## src/rtl/mem_stage.sv

```systemverilog
// mem_stage: memory-access stage of the pipeline.
// Performs word loads/stores over a req/grant/strobe/ready bus, flags misaligned
// accesses and holds the ME/WB pipeline register. State updates on the falling clock
// edge to line up with the neighbouring pipeline registers.
// Optional bus watchdog: define MEM_BUS_TIMEOUT_EN to abort an ACCESS that never sees
// ready after TIMEOUT_CYCLES cycles and report a bus error.
module mem_stage #(
  parameter int unsigned TIMEOUT_CYCLES = 16
) (
  input  logic        clk,
  input  logic        reset,
  input  logic        stall,
  input  logic        flush,
  input  logic [29:0] ex_pc,
  input  logic        ex_en,
  input  logic        ex_br_flag,
  input  logic [1:0]  ex_mem_op,
  input  logic [31:0] ex_mem_wr_data,
  input  logic [1:0]  ex_ctrl_op,
  input  logic [4:0]  ex_dst_addr,
  input  logic        ex_gpr_we_,
  input  logic [2:0]  ex_exp_code,
  input  logic [31:0] ex_out,
  output logic        bus_req_,
  input  logic        bus_grnt_,
  output logic        bus_as_,
  output logic        bus_rw,
  output logic [29:0] bus_addr,
  output logic [31:0] bus_wr_data,
  input  logic [31:0] bus_rd_data,
  input  logic        bus_rdy_,
  output logic        busy,
  output logic [29:0] mem_pc,
  output logic        mem_en,
  output logic        mem_br_flag,
  output logic [1:0]  mem_ctrl_op,
  output logic [4:0]  mem_dst_addr,
  output logic        mem_gpr_we_,
  output logic [2:0]  mem_exp_code,
  output logic [31:0] mem_out
);

  localparam logic [1:0] MemOpLdw  = 2'b01;
  localparam logic [1:0] MemOpStw  = 2'b10;
  localparam logic [1:0] CtrlOpNop = 2'b00;

  localparam logic [2:0] ExpNone      = 3'h0;
  localparam logic [2:0] ExpMissAlign = 3'h4;
  localparam logic [2:0] ExpBusErr    = 3'h7;

  typedef enum logic [1:0] {
    StIdle,
    StReq,
    StAccess
  } state_e;

  // One ME/WB pipeline record.
  typedef struct packed {
    logic [29:0] pc;
    logic        en;
    logic        br_flag;
    logic [1:0]  ctrl_op;
    logic [4:0]  dst_addr;
    logic        gpr_we_;
    logic [2:0]  exp_code;
    logic [31:0] out;
  } mewb_t;

  // Bubble: no valid instruction, no register write, no exception.
  localparam mewb_t MewbBubble = '{
    pc:       30'h0,
    en:       1'b0,
    br_flag:  1'b0,
    ctrl_op:  CtrlOpNop,
    dst_addr: 5'h0,
    gpr_we_:  1'b1,
    exp_code: ExpNone,
    out:      32'h0
  };

  state_e state_q, state_d;
  mewb_t  mewb_q, mewb_d;

  logic is_ldw;
  logic is_stw;
  logic acc;
  logic aligned;
  logic acc_ok;
  logic misalign;
  logic done;
  logic timeout;

  // Access qualification and classification.
  always_comb begin
    is_ldw   = (ex_mem_op == MemOpLdw);
    is_stw   = (ex_mem_op == MemOpStw);
    acc      = ex_en & (ex_exp_code == ExpNone) & (is_ldw | is_stw);
    aligned  = (ex_out[1:0] == 2'b00);
    acc_ok   = acc & aligned;
    misalign = acc & ~aligned;
    done     = (state_q == StAccess) & ~bus_rdy_;
    // busy drops in the completing cycle so the pipeline advances on the same edge
    busy     = acc_ok & ~done & ~timeout;
  end

`ifdef MEM_BUS_TIMEOUT_EN
  localparam int unsigned CntW = (TIMEOUT_CYCLES > 1) ? $clog2(TIMEOUT_CYCLES) : 1;

  logic [CntW-1:0] cnt_q, cnt_d;

  // Watchdog counts ACCESS cycles; held at zero elsewhere so it is clear on entry.
  always_comb begin
    cnt_d   = (state_q == StAccess) ? cnt_q + CntW'(1) : '0;
    timeout = (state_q == StAccess) & bus_rdy_ & (cnt_q == CntW'(TIMEOUT_CYCLES - 1));
  end

  // Watchdog counter register.
  always_ff @(negedge clk or negedge reset) begin
    if (!reset) begin
      cnt_q <= '0;
    end else begin
      cnt_q <= cnt_d;
    end
  end
`else
  // No watchdog: ACCESS waits for ready indefinitely. The term keeps the limit
  // parameter referenced so both builds share one interface.
  assign timeout = 1'b0 & (TIMEOUT_CYCLES == 0);
`endif

  // Bus FSM next state; a started transaction always runs to completion.
  always_comb begin
    state_d = state_q;
    unique case (state_q)
      StIdle: begin
        if (acc_ok) begin
          state_d = StReq;
        end
      end
      StReq: begin
        if (!bus_grnt_) begin
          state_d = StAccess;
        end
      end
      StAccess: begin
        // Grant withdrawal is ignored here; only ready (or the watchdog) ends it.
        if (done || timeout) begin
          state_d = StIdle;
        end
      end
      default: state_d = StIdle;
    endcase
  end

  // Moore decode of bus strobes from the FSM state.
  always_comb begin
    bus_req_    = 1'b1;
    bus_as_     = 1'b1;
    bus_rw      = 1'b1;
    bus_addr    = 30'h0;
    bus_wr_data = 32'h0;
    unique case (state_q)
      StReq: begin
        bus_req_ = 1'b0;
      end
      StAccess: begin
        bus_req_    = 1'b0;
        bus_as_     = 1'b0;
        bus_rw      = is_ldw;
        bus_addr    = ex_out[31:2];
        bus_wr_data = ex_mem_wr_data;
      end
      default: ;
    endcase
  end

  // ME/WB next record: hold on stall, bubble on flush, otherwise load the result.
  always_comb begin
    mewb_d = '{
      pc:       ex_pc,
      en:       ex_en,
      br_flag:  ex_br_flag,
      ctrl_op:  ex_ctrl_op,
      dst_addr: ex_dst_addr,
      gpr_we_:  ex_gpr_we_,
      exp_code: ex_exp_code,
      out:      ex_out
    };
    if (ex_en && (ex_exp_code != ExpNone)) begin
      // Upstream exception: carry it forward but never write a register.
      mewb_d.gpr_we_ = 1'b1;
    end else if (misalign) begin
      mewb_d.exp_code = ExpMissAlign;
      mewb_d.gpr_we_  = 1'b1;
      mewb_d.ctrl_op  = CtrlOpNop;
      mewb_d.out      = 32'h0;
    end else if (acc_ok) begin
      if (done) begin
        mewb_d.out = is_ldw ? bus_rd_data : 32'h0;
        if (is_stw) begin
          mewb_d.gpr_we_ = 1'b1;
        end
      end else if (timeout) begin
        mewb_d.exp_code = ExpBusErr;
        mewb_d.gpr_we_  = 1'b1;
        mewb_d.out      = 32'h0;
      end else begin
        // Access still in flight: write-back sees bubbles until it completes.
        mewb_d = MewbBubble;
      end
    end
    if (flush) begin
      mewb_d = MewbBubble;
    end
    if (stall) begin
      mewb_d = mewb_q;
    end
  end

  // FSM and ME/WB registers; reset also drops bus strobes asynchronously.
  always_ff @(negedge clk or negedge reset) begin
    if (!reset) begin
      state_q <= StIdle;
      mewb_q  <= MewbBubble;
    end else begin
      state_q <= state_d;
      mewb_q  <= mewb_d;
    end
  end

  // ME/WB register fields to ports.
  always_comb begin
    mem_pc       = mewb_q.pc;
    mem_en       = mewb_q.en;
    mem_br_flag  = mewb_q.br_flag;
    mem_ctrl_op  = mewb_q.ctrl_op;
    mem_dst_addr = mewb_q.dst_addr;
    mem_gpr_we_  = mewb_q.gpr_we_;
    mem_exp_code = mewb_q.exp_code;
    mem_out      = mewb_q.out;
  end

endmodule
```

## config.mk

```make
export PLATFORM = sky130hd
export DESIGN_NAME = mem_stage
export DESIGN_NICKNAME = d
export VERILOG_FILES = /design/src/rtl/mem_stage.sv
export SDC_FILE = /design/constraint.sdc
export NUM_CORES = 1
export LEC_CHECK = 0
export ABC_AREA = 0
export CORE_MARGIN = 2
export CORE_UTILIZATION = 31
export DETAILED_ROUTE_END_ITERATION = 6
export PLACE_DENSITY = 0.77
export SYNTH_ARGS = -nofsm -noshare
export SYNTH_HDL_FRONTEND = slang
export SYNTH_SLANG_ARGS = --single-unit
```

## constraint.sdc

```tcl
create_clock -name clk -period 2.5 [get_ports clk]
set_clock_uncertainty 0.05 [all_clocks]
set_input_delay 0.75 -clock clk [delete_from_list [all_inputs] [get_ports clk]]
set_output_delay 0.75 -clock clk [all_outputs]
set_load 0.01 [all_outputs]
```

==> results of run 1 <==
==> what timing repair did <==
item	CTS	global route
endpoints found under the setup margin	218	218
cloned	15	4
buffers inserted	39	41
resized for setup	742	104
pin swaps	11	24
endpoints found under the hold margin	0	0
==> placed cells by master (no fill, tap or decap), drive strengths merged, types with 5 or more instances in the layout <==
cell type	count
and2	62
clkbuf	14
a21oi	34
nand2	35
inv	6
ha	7
a22o	39
o21ai	63
nor2	6
dlygate4sd2	5
clkdlybuf4s50	134
buf	288
dfrtn	76
==> critical path, delay by kind of cell (launching register included) <==
| kind | cells | cell delay (ns) |
|---|---|---|
| buffers and inverters | 5 | 0.59 |
| DFF | 1 | 0.43 |
| adders and majority gates | 1 | 0.19 |
| and+or+nand+nor | 1 | 0.14 |
==> worst min path at each step <==
| stage | to | slack [ns] | cells past startpoint |
|---|---|---|---|
| after floorplan | mem_out[0]$_DFFE_NN0N_ | 0.43 | 2 |
| after global placement | mem_out[6]$_DFFE_NN0N_ | 0.38 | 2 |
| after detailed placement | mem_out[0]$_DFFE_NN0N_ | 0.38 | 2 |
| after CTS | mem_out[9]$_DFFE_NN0N_ | 0.38 | 2 |
| after global routing | mem_out[18]$_DFFE_NN0N_ | 0.42 | 2 |
| final | mem_out[18]$_DFFE_NN0N_ | 0.40 | 2 |
==> cell usage after synthesis, types with 3 or more instances <==
cell / instances / area (um^2)
sky130_fd_sc_hd__dfrtn_1: 76 / 1902
sky130_fd_sc_hd__and2_1: 62 / 387.9
sky130_fd_sc_hd__o21ai_0: 60 / 300.3
sky130_fd_sc_hd__a22o_1: 39 / 341.6
sky130_fd_sc_hd__nand2_1: 35 / 131.4
sky130_fd_sc_hd__a21oi_1: 34 / 170.2
sky130_fd_sc_hd__clkbuf_1: 25 / 93.84
sky130_fd_sc_hd__ha_1: 7 / 87.58
sky130_fd_sc_hd__inv_1: 7 / 26.28
sky130_fd_sc_hd__buf_2: 6 / 30.03
sky130_fd_sc_hd__nor2_1: 6 / 22.52
sky130_fd_sc_hd__o21ai_1: 3 / 15.01
==> cell families after synthesis <==
family	count (synthesis)	share of synthesized area, %
muxes	2	0.6058
buffers and inverters	39	4.342
adders and majority gates	7	2.356
and+or+nand+nor	116	17.03
DFF	77	51.87
AOI/OAI and AO/OA	143	23.80
==> sequential cells by signal, indices dropped and copies added (netlist names) <==
signal        count
mem_out          32
mem_pc           30
mem_dst_addr      5
mem_exp_code      3
mem_ctrl_op       2
state_q           2
mem_br_flag       1
mem_en            1
mem_gpr_we_       1
==> report_power, final <==
| group | switching (mW) | internal [mW] | total [mW] |
|---|---|---|---|
| sequential | 0.0826 | 1.37 | 1.46 |
| combinational | 1.13 | 1.96 | 3.09 |
| clock | 0.528 | 0.875 | 1.40 |
==> layout make-up <==
type                       instances  area [um^2]
clock inverter                     7        91.34
sequential                        77         1928
inverter                           6        32.53
multi-input combinational        268         2007
clock buffer                      10        229.0
fill                             683         2502
antenna                            3        7.507
timing repair buffer             437         4588
tap                              143        178.9
==> layer usage <==
layer,up-vias,global-route usage (%)
met1,2392,31.10
met3,72,5.154
met4,0,13.66
met5,-,0
met2,297,51.90
li1,2179,-
==> summary.md, run 1 <==
The path class of the lowest-slack min-delay path was flop to flop. Entering global routing, the biggest net connects 41 pins. Topmost layer with routed signal wires: met4.

CTS built an H-tree with a depth of 3. The logs give 11560 um^2 for the area of the core and 0 for the number of remaining DRC errors. The logs give 11770 um for the detailed-placement wirelength estimate and 2.94 ns for the arrival time reported for the critical path endpoint. No sink is reached through more buffers than the 2 on the longest clock path. From left edge to right edge, the die measures 113.5 um. The run gives 0 as the number of nets with antenna violations after routing. The critical path in this run is classified as flop to output port. Instance area after placement: 7411 um^2. Total power consumption of the routed design: 5.954 mW. The worst register-to-register path has a setup slack of 0.37 ns.

The number of hold violations in the final report was 0; the number of standard cells after synthesis was 384. The global-route congestion overflow total is 0, and the routed metal-1 wire length is 7037 um. TritonCTS built the clock tree.

The final layout contains 954 nets. Counting tap cells, the placed design contains a total of 840 instances. The run gives -1.244 ns as the final worst-path setup slack. The run finished, with violations left. After detailed routing, the average wire length per cell comes to 20.97 um. Setup repair after global routing could not meet its margin everywhere. The accumulated negative setup slack was -185.41 ns. The reg-to-reg critical path endpoint is state_q[0]$_DFFE_NN0P_. Headroom to the max-slew limit came out at 77.35%. The final reports fail on negative setup slack. In this run the tool buffered the top-level ports with 287 buffer cells.

Count of yosys warnings during synthesis: 0. Nature of the critical path endpoint: an output port. With fillers left out, the area of the finished cells amounts to 9062 um^2. The total clock buffers created by CTS was 9. The logs give 10440 um for the routed wire length on met2 and 39 for the row count. In this run, post-CTS hold repair placed 0 buffers. In the synthesized netlist the dominant register cell turns out to be sky130_fd_sc_hd__dfrtn_1. After clock tree synthesis, the clock-pin slew on the worst setup and hold paths is 0.05 ns. The startpoint identified for the worst register-to-register timing path is state_q[0]$_DFFE_NN0P_.

Routability-driven placement finished with a final weighted congestion of 0.8512. IR analysis of the VDD net gives a maximum drop of 493.3 uV. Counting flops with an async set or reset pin after synthesis yields a share of 100.0%. In this design, the stage delay of the slowest critical-path cell is 0.43 ns. The run gives 28 as the count of distinct cell types in the synthesized netlist. Count of cells along the worst register-to-register path: 10. At the worst endpoint, the required time is 1.70 ns. Die area: 12880 um^2.

The startpoint identified for the worst hold timing path is mem_out[18]$_DFFE_NN0N_. The number of max-slew violations in the final report is 0, and the utilization of the core after routing is 78.36%. The detailed router finished its first iteration with 278 violations.

Cells with a size suffix above 1 make up 52.17% of the layout. Traced cell by cell, the critical path runs through inv_2, ha_4, buf_12, buf_12, clkbuf_16, and2_4, buf_6. The tightest hold path in the finished design has a slack of 0.3958 ns. Measured along the y axis, the die boundary spans 113.5 um. The synthesized netlist net count is 538, and the global-route wire length before repair is 27780 um.

After detailed routing, the number of vias per cell comes to 5.195. Before CTS, the worst setup slack after placement is -1.753 ns. The tools report the global-route total usage across every layer as 28.14%.

The finished layout holds 951 standard cells, fillers aside. The slew of the pin with the lowest slew margin came out at 0.3369 ns. Relative to the synthesized area, the layout overhead comes to 143.8%. The most critical setup path has its startpoint at state_q[0]$_DFFE_NN0P_.

In the detailed route, the total length drawn on met3 is 1491 um. The largest individual stage delay along the critical path comes from the cell sky130_fd_sc_hd__dfrtn_1. For this configuration, the core starts out at a cell density of 32.14%. The number of synthesized register bits came out at 77.

The tools report the kind of launch point of the worst setup path as a flop. A synthesized cell averages 9.681 um^2. Pin placement for this block handled 288 I/O pins. The tools report the clock root buffer as sky130_fd_sc_hd__clkbuf_16. By instance count, the cell type seen most on the critical path is sky130_fd_sc_hd__buf_12. CTS saw 77 sinks. The number of enable-type register cells in the synthesized netlist was 0; the final count of negative-setup-slack endpoints was 216. End point of the critical path: bus_addr[8]. The static leakage power came out at 4.352 nW.

The clock insertion delay at the later pin of the skew report was 0.34 ns; the post-synthesis instance area was 3717 um^2. Across the run, the number of max-cap violations was 0. Before antenna repair, the detailed router went through 5 iterations.

In this run the worst path has a maximum fanout of 6. The run gives 51.87% as the sequential fraction of the synthesis area. The logs give 4987 for the number of global-route vias before repair and 3 for the number of antenna violations at the first check in global routing. The tools report the total wire length after detailed routing as 19950 um.

The power density relative to cell area was 656.9 nW/um^2; the total number of vias was 4940.
(Power assumes the default switching activity.)
==> run 2, diff against run 1 <==
--- a/config.mk
+++ b/config.mk
@@ -6,7 +6,6 @@
 export NUM_CORES = 1
 export LEC_CHECK = 0
 export ABC_AREA = 0
-export CORE_MARGIN = 2
 export CORE_UTILIZATION = 31
 export DETAILED_ROUTE_END_ITERATION = 6
 export PLACE_DENSITY = 0.77
==> summary.md, run 2 (same netlist as run 1, synthesis figures left out) <==
The run finished, with violations left. The final reports fail on design-rule violations, negative setup slack. The static leakage power is 4.308 nW (-1.0%), and the required arrival time at the worst endpoint is 1.70 ns (about the same). The number of remaining DRC errors is 20 (+20). The pre-CTS worst setup slack is -1.713 ns (+0.04022 ns). The critical path is of the flop to output port type. The peak per-stage delay on the critical path works out to 0.43 ns (about the same). The most common cell after layout, fill and taps aside is sky130_fd_sc_hd__clkdlybuf4s50_1.

The max-capacitance violation count was 0 (unchanged); the slew of the pin with the lowest slew margin was 0.4809 ns (+0.1440 ns). The final estimated routing congestion in global placement was 0.8371 (-1.7%). For the fill cell instance count of the final layout, the log shows 725 (+6.1%). The row count is 39 (unchanged), and the number of buffers on the longest clock path is 2 (unchanged). The ratio of cells with drive above 1 in the final layout is 54.15% (+2.0 points), and the total clock buffers created by CTS is 9 (unchanged). The count of buffers inserted at the top-level ports was 287 (unchanged); the detailed-placement wirelength estimate was 11520 um (-2.2%). The number of clock sinks was 77 (unchanged). The tools report the number of antenna violations at the first check in global routing as 2 (-1). The final layout net count was 945 (-0.94%).

The initial cell density of the core was 32.14% (unchanged). The family with the most delay on the worst path is buffers and inverters. The total instance count after detailed placement was 837 (-0.36%).

The global routing met3 resource utilization is 5.280% (+0.13 points), and the y dimension of the die is 111.5 um (-1.8%). The total power consumption of the routed design is 5.626 mW (-5.5%). The per-cell routed wire length is 19.80 um (-5.6%).

The design area is 8921 um^2 (-1.6%). Final count of negative-setup-slack endpoints: 216 (unchanged). Count of H-tree levels built during CTS: 3 (unchanged). The number of max-slew violations in the final report is 0 (unchanged), and the accumulated negative setup slack is -168.89 ns (+16.51 ns). The global-route wire length before repair came out at 27480 um (-1.1%). The tools report the number of design-rule violations left by the first detailed-router iteration as 232 (-17%).

The run gives 0 (unchanged) as the hold buffer count at CTS. The worst-case vdd ir drop came out at 520.7 uV (+5.6%). The run gives 11560 um^2 (unchanged) as the area of the core.

The worst setup path is captured at an output port. The arrival time reported for the critical path endpoint came out at 3.00 ns (+0.06 ns). The critical path goes through inv_2, ha_4, buf_6, buf_12, buf_16, buf_6, and2_4, buf_6.

The synthesis-to-layout area growth was 140.0%; the count of pins on the block boundary was 288 (unchanged). Instance area after placement: 7388 um^2 (-0.30%). The number of hold violations in the final report is 0 (unchanged), and the final instance count without filler cells is 940 (-1.2%). Setup repair after global routing could not meet its margin everywhere. Detailed-routing iteration count for the pre-antenna-repair pass: 7 (+2).

The number of global-route vias before repair was 4892 (-1.9%); the flip-flop count of the largest register, all copies and words added was 32 (unchanged). The logs give 0 (unchanged) for the number of nets with antenna violations after routing and 67.94% (-9.4 points) for the worst-case headroom to the max-slew limit. The clock-pin slew of the registers on the worst-case setup and hold paths works out to 0.04 ns (about the same). The die area is 12430 um^2 (-3.5%). The number of buffers and inverters on the critical path came out at 6 (+1). The clock insertion delay at the later pin of the skew report was 0.34 ns (about the same). The pin count of the biggest net entering global routing is 45 (+9.8%). The largest individual stage delay along the critical path comes from the cell sky130_fd_sc_hd__dfrtn_1. The run gives 1928 um^2 (unchanged) as the flip-flop and latch area. The worst hold path belongs to the class flop to flop. For the final worst-path setup slack, the log shows -1.300 ns (-0.05640 ns). The power density relative to cell area is 630.6 nW/um^2 (-4.0%). The tools report the multi-input gate area in the final layout as 2095 um^2 (+4.4%). The total number of vias is 4754 (-3.8%). After global routing, the most crowded layer is met2. The largest driver fanout on the critical path is 7 (+1), and the met2 layer usage reported by global route is 52.92% (+1.0 points). The die outline width was 111.5 um (-1.8%); the global-route total usage across every layer was 28.92% (+0.79 points). The worst setup path is launched from a flop. Dominant cell type by count on the critical path: sky130_fd_sc_hd__buf_6.

The top cell types in the final layout, fill and taps aside, are 134 x sky130_fd_sc_hd__clkdlybuf4s50_1, 114 x sky130_fd_sc_hd__buf_6, 94 x sky130_fd_sc_hd__buf_4, 76 x sky130_fd_sc_hd__dfrtn_1, 62 x sky130_fd_sc_hd__and2_4. The tools report the global-route congestion overflow total as 0 (unchanged). The detail-routed via count per cell came out at 5.057 (-2.6%). The clock root buffer was sky130_fd_sc_hd__clkbuf_16. TritonCTS built the clock tree. For the met1 demand-to-capacity share in global routing, the log shows 32.65% (+1.6 points).

The total wire length after detailed routing was 18610 um (-6.7%).
[run 2: routing by layer]
| metal | vias up | part of all wire (%) |
|---|---|---|
| li1 | 2166 | - |
| met1 | 2287 | 37 |
| met2 | 242 | 52 |
| met3 | 57 | 6.8 |
| met4 | 2 | 4.1 |
| met5 | - | 0.075 |
[run 2: what timing repair did]
| action | CTS | global route |
|---|---|---|
| gates cloned | 15 | 0 |
| setup endpoints to repair | 218 | 218 |
| gates resized for setup | 784 | 76 |
| pin swaps | 36 | 41 |
| setup buffers | 44 | 33 |
[run 2: path summary, 6_finish.rpt]
path                                         endpoint  slack, ns                    from  depth (start not counted)
setup / recovery                      bus_wr_data[28]      -1.30  state_q[0]$_DFFE_NN0P_                          8
hold / removal                 mem_out[9]$_DFFE_NN0N_       0.40  mem_out[9]$_DFFE_NN0N_                          2
setup reg to reg              mem_out[16]$_DFFE_NN0N_       0.57  state_q[0]$_DFFE_NN0P_                          8
hold reg to reg                mem_out[9]$_DFFE_NN0N_       0.40  mem_out[9]$_DFFE_NN0N_                          2
max in group asynchronous  mem_ctrl_op[1]$_DFFE_NN0N_       0.66                   reset                          2
min in group asynchronous     mem_out[19]$_DFFE_NN0N_       1.49                   reset                          2
[run 2: per-stage QoR]
stage / hold slack, ns / util (%)
after global placement: 0.3786 / 63.89
final: 0.4013 / 77.14
after detailed placement: 0.3825 / 63.89
after global routing: 0.4227 / 77.14
after CTS: 0.3851 / 74.07
after floorplan: 0.4285 / -
[run 2: power breakdown]
group | internal, mW | switching [mW]
logic | 1.81 | 1.04
clock network | 0.793 | 0.524
registers | 1.37 | 0.0781
[run 2: area by class of cell]
class / count / share of cell area [%]
repair buffers: 428 / 49.13
multi-input cells: 268 / 23.48
clock buffers: 14 / 3.198
flip-flops and latches: 77 / 21.61
well taps: 143 / 2.006
inverters: 6 / 0.3366
diodes: 1 / 0.02805
clock inverters: 3 / 0.2104
[run 2: worst min-delay path, cell delays in order (launching register included)]
cell                      delay [ns]
sky130_fd_sc_hd__dfrtn_1        0.40
sky130_fd_sc_hd__nand2_1        0.05
sky130_fd_sc_hd__o21ai_1        0.07
==> run 3, diff against run 2 <==
--- a/config.mk
+++ b/config.mk
@@ -6,9 +6,11 @@
 export NUM_CORES = 1
 export LEC_CHECK = 0
 export ABC_AREA = 0
-export CORE_UTILIZATION = 31
+export CORE_MARGIN = 8
+export CORE_UTILIZATION = 34
 export DETAILED_ROUTE_END_ITERATION = 6
-export PLACE_DENSITY = 0.77
+export PLACE_DENSITY = 0.81
+export RECOVER_POWER = 25
 export SYNTH_ARGS = -nofsm -noshare
 export SYNTH_HDL_FRONTEND = slang
 export SYNTH_SLANG_ARGS = --single-unit
==> constraint.sdc (replaced) <==
create_clock -name clk -period 4.3 [get_ports clk]
set_clock_uncertainty 0.05 [all_clocks]
set_input_delay 1.29 -clock clk [delete_from_list [all_inputs] [get_ports clk]]
set_output_delay 1.29 -clock clk [all_outputs]
set_load 0.01 [all_outputs]
==> summary.md, run 3 (same netlist as run 1, synthesis figures left out) <==
The number of buffers on the longest clock path came out at 2 (unchanged). The detailed-placement wirelength estimate came out at 13770 um (+20%). The final worst-path setup slack came out at -0.8955 ns (+0.4044 ns). The top cell types in the final layout, fill and taps aside, are 135 x sky130_fd_sc_hd__clkdlybuf4s50_1, 109 x sky130_fd_sc_hd__buf_6, 99 x sky130_fd_sc_hd__buf_4, 76 x sky130_fd_sc_hd__dfrtn_1, 62 x sky130_fd_sc_hd__and2_4. The detail-routed via count per cell works out to 5.075 (+0.34%).

The highest-utilization routing layer at the global route stage was met2. The tools report the arrival time reported for the critical path endpoint as 3.17 ns (+0.17 ns). The cell sitting at the root of the clock tree is a sky130_fd_sc_hd__clkbuf_8.

The met2 layer usage reported by global route was 44.22% (-8.7 points); the clock-pin slew of the registers on the worst-case setup and hold paths was 0.06 ns (+0.02 ns). The logs give 288 (unchanged) for the count of pins on the block boundary and 0 (unchanged) for the global-route congestion overflow total. The number of remaining DRC errors was 0 (-100%); the number of design-rule violations left by the first detailed-router iteration was 356 (+53%). Total clock buffers created by CTS: 9 (unchanged). The logs give 0.33 ns (about the same) for the clock insertion delay at the later pin of the skew report and -109.03 ns (+59.87 ns) for the accumulated negative setup slack.

The peak per-stage delay on the critical path is 0.53 ns (+0.10 ns). For the row count, the log shows 38 (-2.6%). The run finished, with violations left. The run gives 20400 um (+9.6%) as the total wire length after detailed routing.

The slowest library cell on the worst path was sky130_fd_sc_hd__or4b_4. The tools report the final estimated routing congestion in global placement as 0.7877 (-5.9%). The run gives 34.59% (+2.5 points) as the initial cell density of the core. Pin count of the biggest net entering global routing: 37 (-18%).

The per-cell routed wire length works out to 22.06 um (+11%). For the clock network power share, the log shows 21.0% (-2.4 points). Die outline width: 120.6 um (+8.1%). The library cell used most frequently in the layout, excluding fill and tap cells, is sky130_fd_sc_hd__clkdlybuf4s50_1. The tools report the nature of the critical path endpoint as a flop. The flip-flop count of the largest register, all copies and words added is 32 (unchanged), and the fill cell instance count of the final layout is 694 (-4.3%). The final count of negative-setup-slack endpoints was 216 (unchanged). The net switching power figure came out at 0.9758 mW (-41%).

The count of H-tree levels built during CTS is 3 (unchanged), and the max-capacitance violation count is 0 (unchanged). The switching part of the total power came out at 31.41% (+2.2 points). The worst hold path belongs to the class flop to flop. The run gives 10750 um^2 (-7.1%) as the area of the core.

The y dimension of the die was 120.6 um (+8.1%); the slew of the pin with the lowest slew margin was 0.5051 ns (+0.02419 ns). Number of global-route vias before repair: 4903 (+0.22%). The number of max-slew violations in the final report was 0 (unchanged). The run gives 28340 um (+3.1%) as the global-route wire length before repair. The detailed-routing iteration count for the pre-antenna-repair pass was 4 (-3).

The worst setup path is launched from a primary input. The number of antenna violations at the first check in global routing was 2 (unchanged); the die area was 14530 um^2 (+17%). The tools report the worst-case headroom to the max-slew limit as 66.33% (-1.6 points).

The final reports fail on negative setup slack. For the global routing met3 resource utilization, the log shows 7.506% (+2.2 points). The tools report the global-route total usage across every layer as 25.13% (-3.8 points). TritonCTS built the clock tree. The run gives 27.2% (+1.4 points) as the relative contribution of sequential cells to total power.

The pre-CTS worst setup slack was -1.393 ns (+0.3197 ns). The ratio of cells with drive above 1 in the final layout is 48.21% (-5.9 points). The power density relative to cell area works out to 372.0 nW/um^2 (-41%).

The cell that appears most often on the critical path is sky130_fd_sc_hd__buf_6. The worst setup path is of the primary input to flop kind. The total number of vias is 4694 (-1.3%), and the total power consumption of the routed design is 3.107 mW (-45%). The met1 demand-to-capacity share in global routing was 28.86% (-3.8 points).

The largest driver fanout on the critical path came out at 7 (unchanged). For the number of hold violations in the final report, the log shows 0 (unchanged). The tools report the internal power consumption as 2.131 mW (-46%). The tools report the final layout net count as 933 (-1.3%).

Setup repair after global routing could not meet its margin everywhere. The worst-case vdd ir drop came out at 222.5 uV (-57%). The static leakage power is 4.099 nW (-4.8%).

The fraction of power consumed by combinational cells was 51.8% (+1.0 points). The run gives 2.28 ns (+0.58 ns) as the required arrival time at the worst endpoint. Traced cell by cell, the critical path runs through buf_8, inv_4, ha_4, or4b_4, nor3_4, buf_4, buf_6, nor2_4, buf_6, clkbuf_16, a22o_1. The run gives 0.3835 ns (-0.01782 ns) as the post-route worst hold slack.

The run gives 0 (unchanged) as the number of nets with antenna violations after routing. The synthesis-to-layout area growth is 124.7%, and the number of clock sinks is 77 (unchanged). The count of buffers inserted at the top-level ports works out to 287 (unchanged).
==> run 3: changes by cell type in the layout (fill, tap and decap cells not counted), moves of 6 or more <==
| cell | before | now |
|---|---|---|
| sky130_fd_sc_hd__o21ai_0 | 1 | 48 |
| sky130_fd_sc_hd__o21ai_1 | 29 | 15 |
| sky130_fd_sc_hd__buf_12 | 15 | 7 |
| sky130_fd_sc_hd__bufbuf_16 | 6 | 0 |
| sky130_fd_sc_hd__o21ai_2 | 30 | 0 |
| sky130_fd_sc_hd__clkbuf_8 | 2 | 10 |
==> run 3: through the flow <==
stage               util [%]  std cells  area [um^2]
floorplan                  -        384         4021
global placement       69.56        850         7475
detailed placement     69.56        850         7475
CTS                    74.85        882         8043
global route           77.74        925         8353
finish                 77.74        925         8353
==> run 3: final cells by class <==
type,instances,area [um^2],area share (%)
antenna,1,2.502,0.02996
clock buffer,10,137.6,1.648
clock inverter,7,97.59,1.168
inverter,6,30.03,0.3595
multi-input combinational,268,1889,22.62
sequential,77,1928,23.08
tap,140,175.2,2.097
timing repair buffer,416,4093,49.00
==> run 3: worst max-delay path: cells and delay by family <==
| family | cells | cell delay (ns) |
|---|---|---|
| AND/OR/NAND/NOR | 3 | 0.83 |
| buffers and inverters | 6 | 0.68 |
| adder cells (fa/ha/maj) | 1 | 0.19 |
| AO/OA/AOI/OAI | 1 | 0.17 |
==> run 3: worst paths after layout <==
kind	slack (ns)	to	from	depth (start not counted)
min in group asynchronous	2.87	mem_pc[18]$_DFFE_NN0N_	reset	1
worst min register to register	0.38	mem_out[15]$_DFFE_NN0N_	mem_out[15]$_DFFE_NN0N_	2
max in group asynchronous	0.36	mem_out[8]$_DFFE_NN0N_	reset	2
worst min-delay path	0.38	mem_out[15]$_DFFE_NN0N_	mem_out[15]$_DFFE_NN0N_	2
worst max register to register	2.20	mem_pc[13]$_DFFE_NN0N_	state_q[0]$_DFFE_NN0P_	11
worst max-delay path	-0.90	mem_pc[13]$_DFFE_NN0N_	ex_mem_op[0]	11
==> run 3: routing by layer <==
layer	vias to the layer above	wire (um)
met5	-	13
met4	2	433
met3	31	1543
met2	247	10670
met1	2286	7739
li1	2128	-
==> run 3: timing repair <==
item | 4_1_cts | 5_1_grt
hold buffers | 0 | 0
setup endpoints to repair | 218 | 218
gates resized for setup | 400 | 294
pin swaps | 4 | 18
gates cloned | 9 | 6
setup buffers | 10 | 39
==> run 3: power groups by stage <==
stage / Combinational [mW] / Clock, mW / Sequential, mW
CTS: 1.53 / 0.658 / 0.841
finish: 1.61 / 0.652 / 0.846
global placement: 1.22 / 0.00291 / 0.848
floorplan: 0.532 / 0.00291 / 0.876
detailed placement: 1.25 / 0.00291 / 0.851
global route: 1.69 / 0.688 / 0.852
==> edit 1: new RTL, config.mk and constraints of run 2 <==
The option `MEM_BUS_TIMEOUT_EN` is turned on by a define.
--- a/src/rtl/mem_stage.sv
+++ b/src/rtl/mem_stage.sv
@@ -4,6 +4,8 @@
 // edge to line up with the neighbouring pipeline registers.
 // Optional bus watchdog: define MEM_BUS_TIMEOUT_EN to abort an ACCESS that never sees
 // ready after TIMEOUT_CYCLES cycles and report a bus error.
+`define MEM_BUS_TIMEOUT_EN
+
 module mem_stage #(
   parameter int unsigned TIMEOUT_CYCLES = 16
 ) (
Behaviour: no difference found for any inputs over 4 cycles, from zero or initial values and one cycle with reset low; that may be too few to reach the edited logic, so the function may still have changed.
==> edit 1 against run 2 <==
Sequential cell count rose by 4. Die area increased by 4.5%. The run ends with setup timing left. Non-clock buffer count decreased by 9. Sequential share of layout area is 1.1 points higher. Total power up 3.6%. Final area rose by 0.28%. Cell count shrank 0.53%. Critical path type unchanged. Wire length fell by 1.2%. Setup slack better by 0.085 ns. Area after synthesis increased by 4.6%.
==> edit 1: results (changes against run 2) <==
----------------------------------------------------
[Run status]
  Outcome ... complete, but fails checks (unchanged)
  Violations in the final reports ... setup timing (was DRC, setup timing)

[Placement]
  Placed inst area ... 7622 sq um (was 7388 sq um)
  Post-placement setup slack ... -1.555 ns (was -1.713 ns)
  Gpl congestion ... 0.8959 (was 0.8371)
  Post-placement cell count ... 847 (was 837)
  HPWL after detailed placement ... 11.26 mm (was 11.52 mm)

[Setup path]
  Critical-path maximum fanout ... 5 (was 7)
  Reg2Reg Depth ... 12 (was 8)

[Routing]
  1st-iter DRT viols ... 212 (was 232)
  Via density ... 4.883 (was 5.057)
  Met3 WL ... 1.137 mm (was 1.265 mm)
  Wire length on met1 ... 6.314 mm (was 6.852 mm)
  Routed wire per std cell ... 19.66 um (was 19.80 um)
  Wirelength, routed ... 18.39 mm (was 18.61 mm)
  First-pass iteration count of the detailed router ... 4 (was 7)

[Cells and area]
  Proportion of layout cells with a drive suffix above 1 ... 53.72% (was 54.15%)

[Timing]
  Smallest setup slack after layout ... -1.215 ns (was -1.300 ns)
  Worst-Margin Slew ... 0.3921 ns (was 0.4809 ns)
  Final-report setup violation count ... 218 (was 216)
  Smallest hold slack ... 0.3903 ns (was 0.4013 ns)
  Setup_tns ... -158.04 ns (was -168.89 ns)

[Worst hold path]
  Origin of the worst min-delay path ... mem_out[4] (was mem_out[9])
  Destination of the worst hold path ... mem_out[4] (was mem_out[9])

[Pwr]
  Part of the total power dissipated in combinational logic ... 48.6% (was 50.8%)
  P_int ... 4110 uW (was 3981 uW)
  Maximum vdd ir drop ... 0.3216 mV (was 0.5207 mV)
  Sequential group power ... 1540 uW (was 1450 uW)
  Pleak ... 0.004447 uW (was 0.004308 uW)

[Yosys]
  Part of the Yosys area used for sequential elements ... 52.17% (was 51.87%)
  Net count after synthesis ... 515 (was 538)
  Cell types with the highest counts after synthesis ... sky130_fd_sc_hd__dfrtn_1, sky130_fd_sc_hd__and2_1, sky130_fd_sc_hd__a22o_1 (was sky130_fd_sc_hd__dfrtn_1, sky130_fd_sc_hd__and2_1, sky130_fd_sc_hd__o21ai_0)
  Top cells by area, synth ... sky130_fd_sc_hd__dfrtn_1, sky130_fd_sc_hd__a22o_1, sky130_fd_sc_hd__and2_1, sky130_fd_sc_hd__a21o_1, sky130_fd_sc_hd__o21ai_0 (was sky130_fd_sc_hd__dfrtn_1, sky130_fd_sc_hd__and2_1, sky130_fd_sc_hd__a22o_1, sky130_fd_sc_hd__o21ai_0, sky130_fd_sc_hd__a21oi_1)

[Global route]
  Global routing usage summed across all routing layers ... 27.62% (was 28.92%)
  Fraction of met2 tracks used by global routing ... 52.73% (was 52.92%)
  Routing usage on met3 ... 5.367% (was 5.280%)

----------------------------------------------------
==> edit 1: final cells by class <==
cell class                      instances  area, sq um
Sequential cell                        81         2028
Clock inverter                          7        95.09
Inverter                                6        27.53
Clock buffer                           10        239.0
Tap cell                              168        210.2
Multi-Input combinational cell        244         2170
Timing Repair Buffer                  419         4177
Fill cell                             838         3166
==> edit 1: what timing repair did <==
action | 4_1_cts | 5_1_grt
pin swaps | 22 | 25
endpoints found under the hold margin | 0 | 0
setup endpoints to repair | 218 | 218
gates resized for setup | 741 | 60
buffers inserted | 34 | 32
gates cloned | 17 | 1
==> edit 1: kinds of logic after synthesis <==
kind of cell	synth area share, %
buffers and inverters	4.280
flip-flops	52.17
AND/OR/NAND/NOR	15.32
AO/OA/AOI/OAI	24.62
adder cells (fa/ha/maj)	2.575
XOR/XNOR	0.4507
multiplexers	0.5793
==> edit 2: new RTL, config.mk and constraints of run 2 <==
Made on the original files. The 3 states of `state_e` get a one-hot encoding in 3 bits.
--- a/src/rtl/mem_stage.sv
+++ b/src/rtl/mem_stage.sv
@@ -48,10 +48,10 @@
   localparam logic [2:0] ExpMissAlign = 3'h4;
   localparam logic [2:0] ExpBusErr    = 3'h7;
 
-  typedef enum logic [1:0] {
-    StIdle,
-    StReq,
-    StAccess
+  typedef enum logic [2:0] {
+    StIdle   = 3'b001,
+    StReq    = 3'b010,
+    StAccess = 3'b100
   } state_e;
 
   // One ME/WB pipeline record.
Check against the original RTL: same outputs for any inputs over 4 cycles, from zero or initial values and one cycle with reset low; so few cycles prove little.
==> edit 2 against run 2 <==
The run still ends with DRC, setup timing left. First-iteration DRC count increased by 38%. Wire length increased by 2.4%. Global-route usage increased by 0.25 points. Setup slack improved by 0.047 ns. Final area decreased by 6.3%. Sequential cell count increased by 1. Die area increased by 0.23%. Critical path depth decreased by 2. Area after synthesis increased by 0.24%. Critical path type unchanged.
Power is not compared: it rests on default switching activity, and its combinational part moved more than twofold at a synthesized area within 25%.
==> edit 2: results (changes against run 2) <==
----------------------------------------------------
[Yosys]
  Area share of fa/ha/maj cells after synthesis ... 0.6716% (was 2.356%)
  Cell types with the highest counts after synthesis ... sky130_fd_sc_hd__dfrtn_1, sky130_fd_sc_hd__o21ai_0, sky130_fd_sc_hd__and2_1 (was sky130_fd_sc_hd__dfrtn_1, sky130_fd_sc_hd__and2_1, sky130_fd_sc_hd__o21ai_0)
  Top cells by area, synth ... sky130_fd_sc_hd__dfrtn_1, sky130_fd_sc_hd__and2_1, sky130_fd_sc_hd__a22o_1, sky130_fd_sc_hd__o21ai_0, sky130_fd_sc_hd__a21oi_1 (unchanged)
  Mean instance size in the synthesized netlist ... 9.653 sq um (was 9.681 sq um)
  Portion of netlist area occupied by mux cells ... 0% (was 0.6059%)
  Compound-Gate Fraction of Synth Area ... 24.75% (was 23.80%)

[Run status]
  Violations in the final reports ... DRC, setup timing (unchanged)
  Outcome ... complete, but fails checks (unchanged)

[Global route]
  Global-route wire length before repair ... 27.42 mm (was 27.48 mm)
  Number of antenna violations at the first check in global routing ... 3 (was 2)
  Fraction of met1 tracks used by global routing ... 31.88% (was 32.65%)

[Placement]
  Gpl congestion ... 0.8284 (was 0.8371)
  Post-placement setup slack ... -1.530 ns (was -1.713 ns)

[Cells and area]
  Sequential standard cell area ... 1954 sq um (was 1928 sq um)
  Proportion of layout cells with a drive suffix above 1 ... 50.19% (was 54.15%)
  Signal buffers ... 409 (was 428)
  Clock network area share ... 3.965% (was 3.408%)
  Multi-Input Combinational ... 273 (was 268)
  Non-filler instance count after layout ... 929 (was 940)
  Inverters excl. clock ... 5 (was 6)

[Routing]
  Residual DRC count ... 15 (was 20)
  Top layer used by detailed routing ... met4 (was met5)
  Wirelength, routed ... 19.06 mm (was 18.61 mm)

[Clocking]
  Skew-Pair Late Insertion Delay ... 0.39 ns (was 0.34 ns)

[Worst hold path]
  Origin of the worst min-delay path ... mem_out[14] (was mem_out[9])
  Destination of the worst hold path ... mem_out[14] (was mem_out[9])

[Setup path]
  Worst reg2reg setup slack ... 0.41 ns (was 0.57 ns)
  Critical-path maximum fanout ... 8 (was 7)

[Timing]
  Smallest setup slack after layout ... -1.253 ns (was -1.300 ns)
  Final-report setup violation count ... 216 (unchanged)

----------------------------------------------------
==> edit 2: cell types whose count changed after synthesis, sizes merged, moves of 2 or more <==
cell	before	now
ha	7	2
a31oi	2	0
nor3b	0	2
a21oi	34	39
a22oi	0	3
a32o	2	0
nor3	3	1
o31ai	2	0
a22o	39	41
nor2	6	4
mux2	2	0
==> edit 2: worst max-delay path by stage <==
| stage | from | endpoint | slack [ns] | cells past startpoint |
|---|---|---|---|---|
| after detailed placement | ex_mem_op[0] | mem_pc[20] | -1.53 | 6 |
| after CTS | state_q[0] | bus_addr[26] | -1.52 | 5 |
| after global placement | ex_mem_op[0] | mem_pc[16] | -1.48 | 6 |
| final | state_q[2] | bus_addr[19] | -1.25 | 6 |
| after floorplan | ex_exp_code[2] | state_q[0] | -1.02 | 5 |
| after global routing | state_q[0] | bus_addr[19] | -1.28 | 6 |
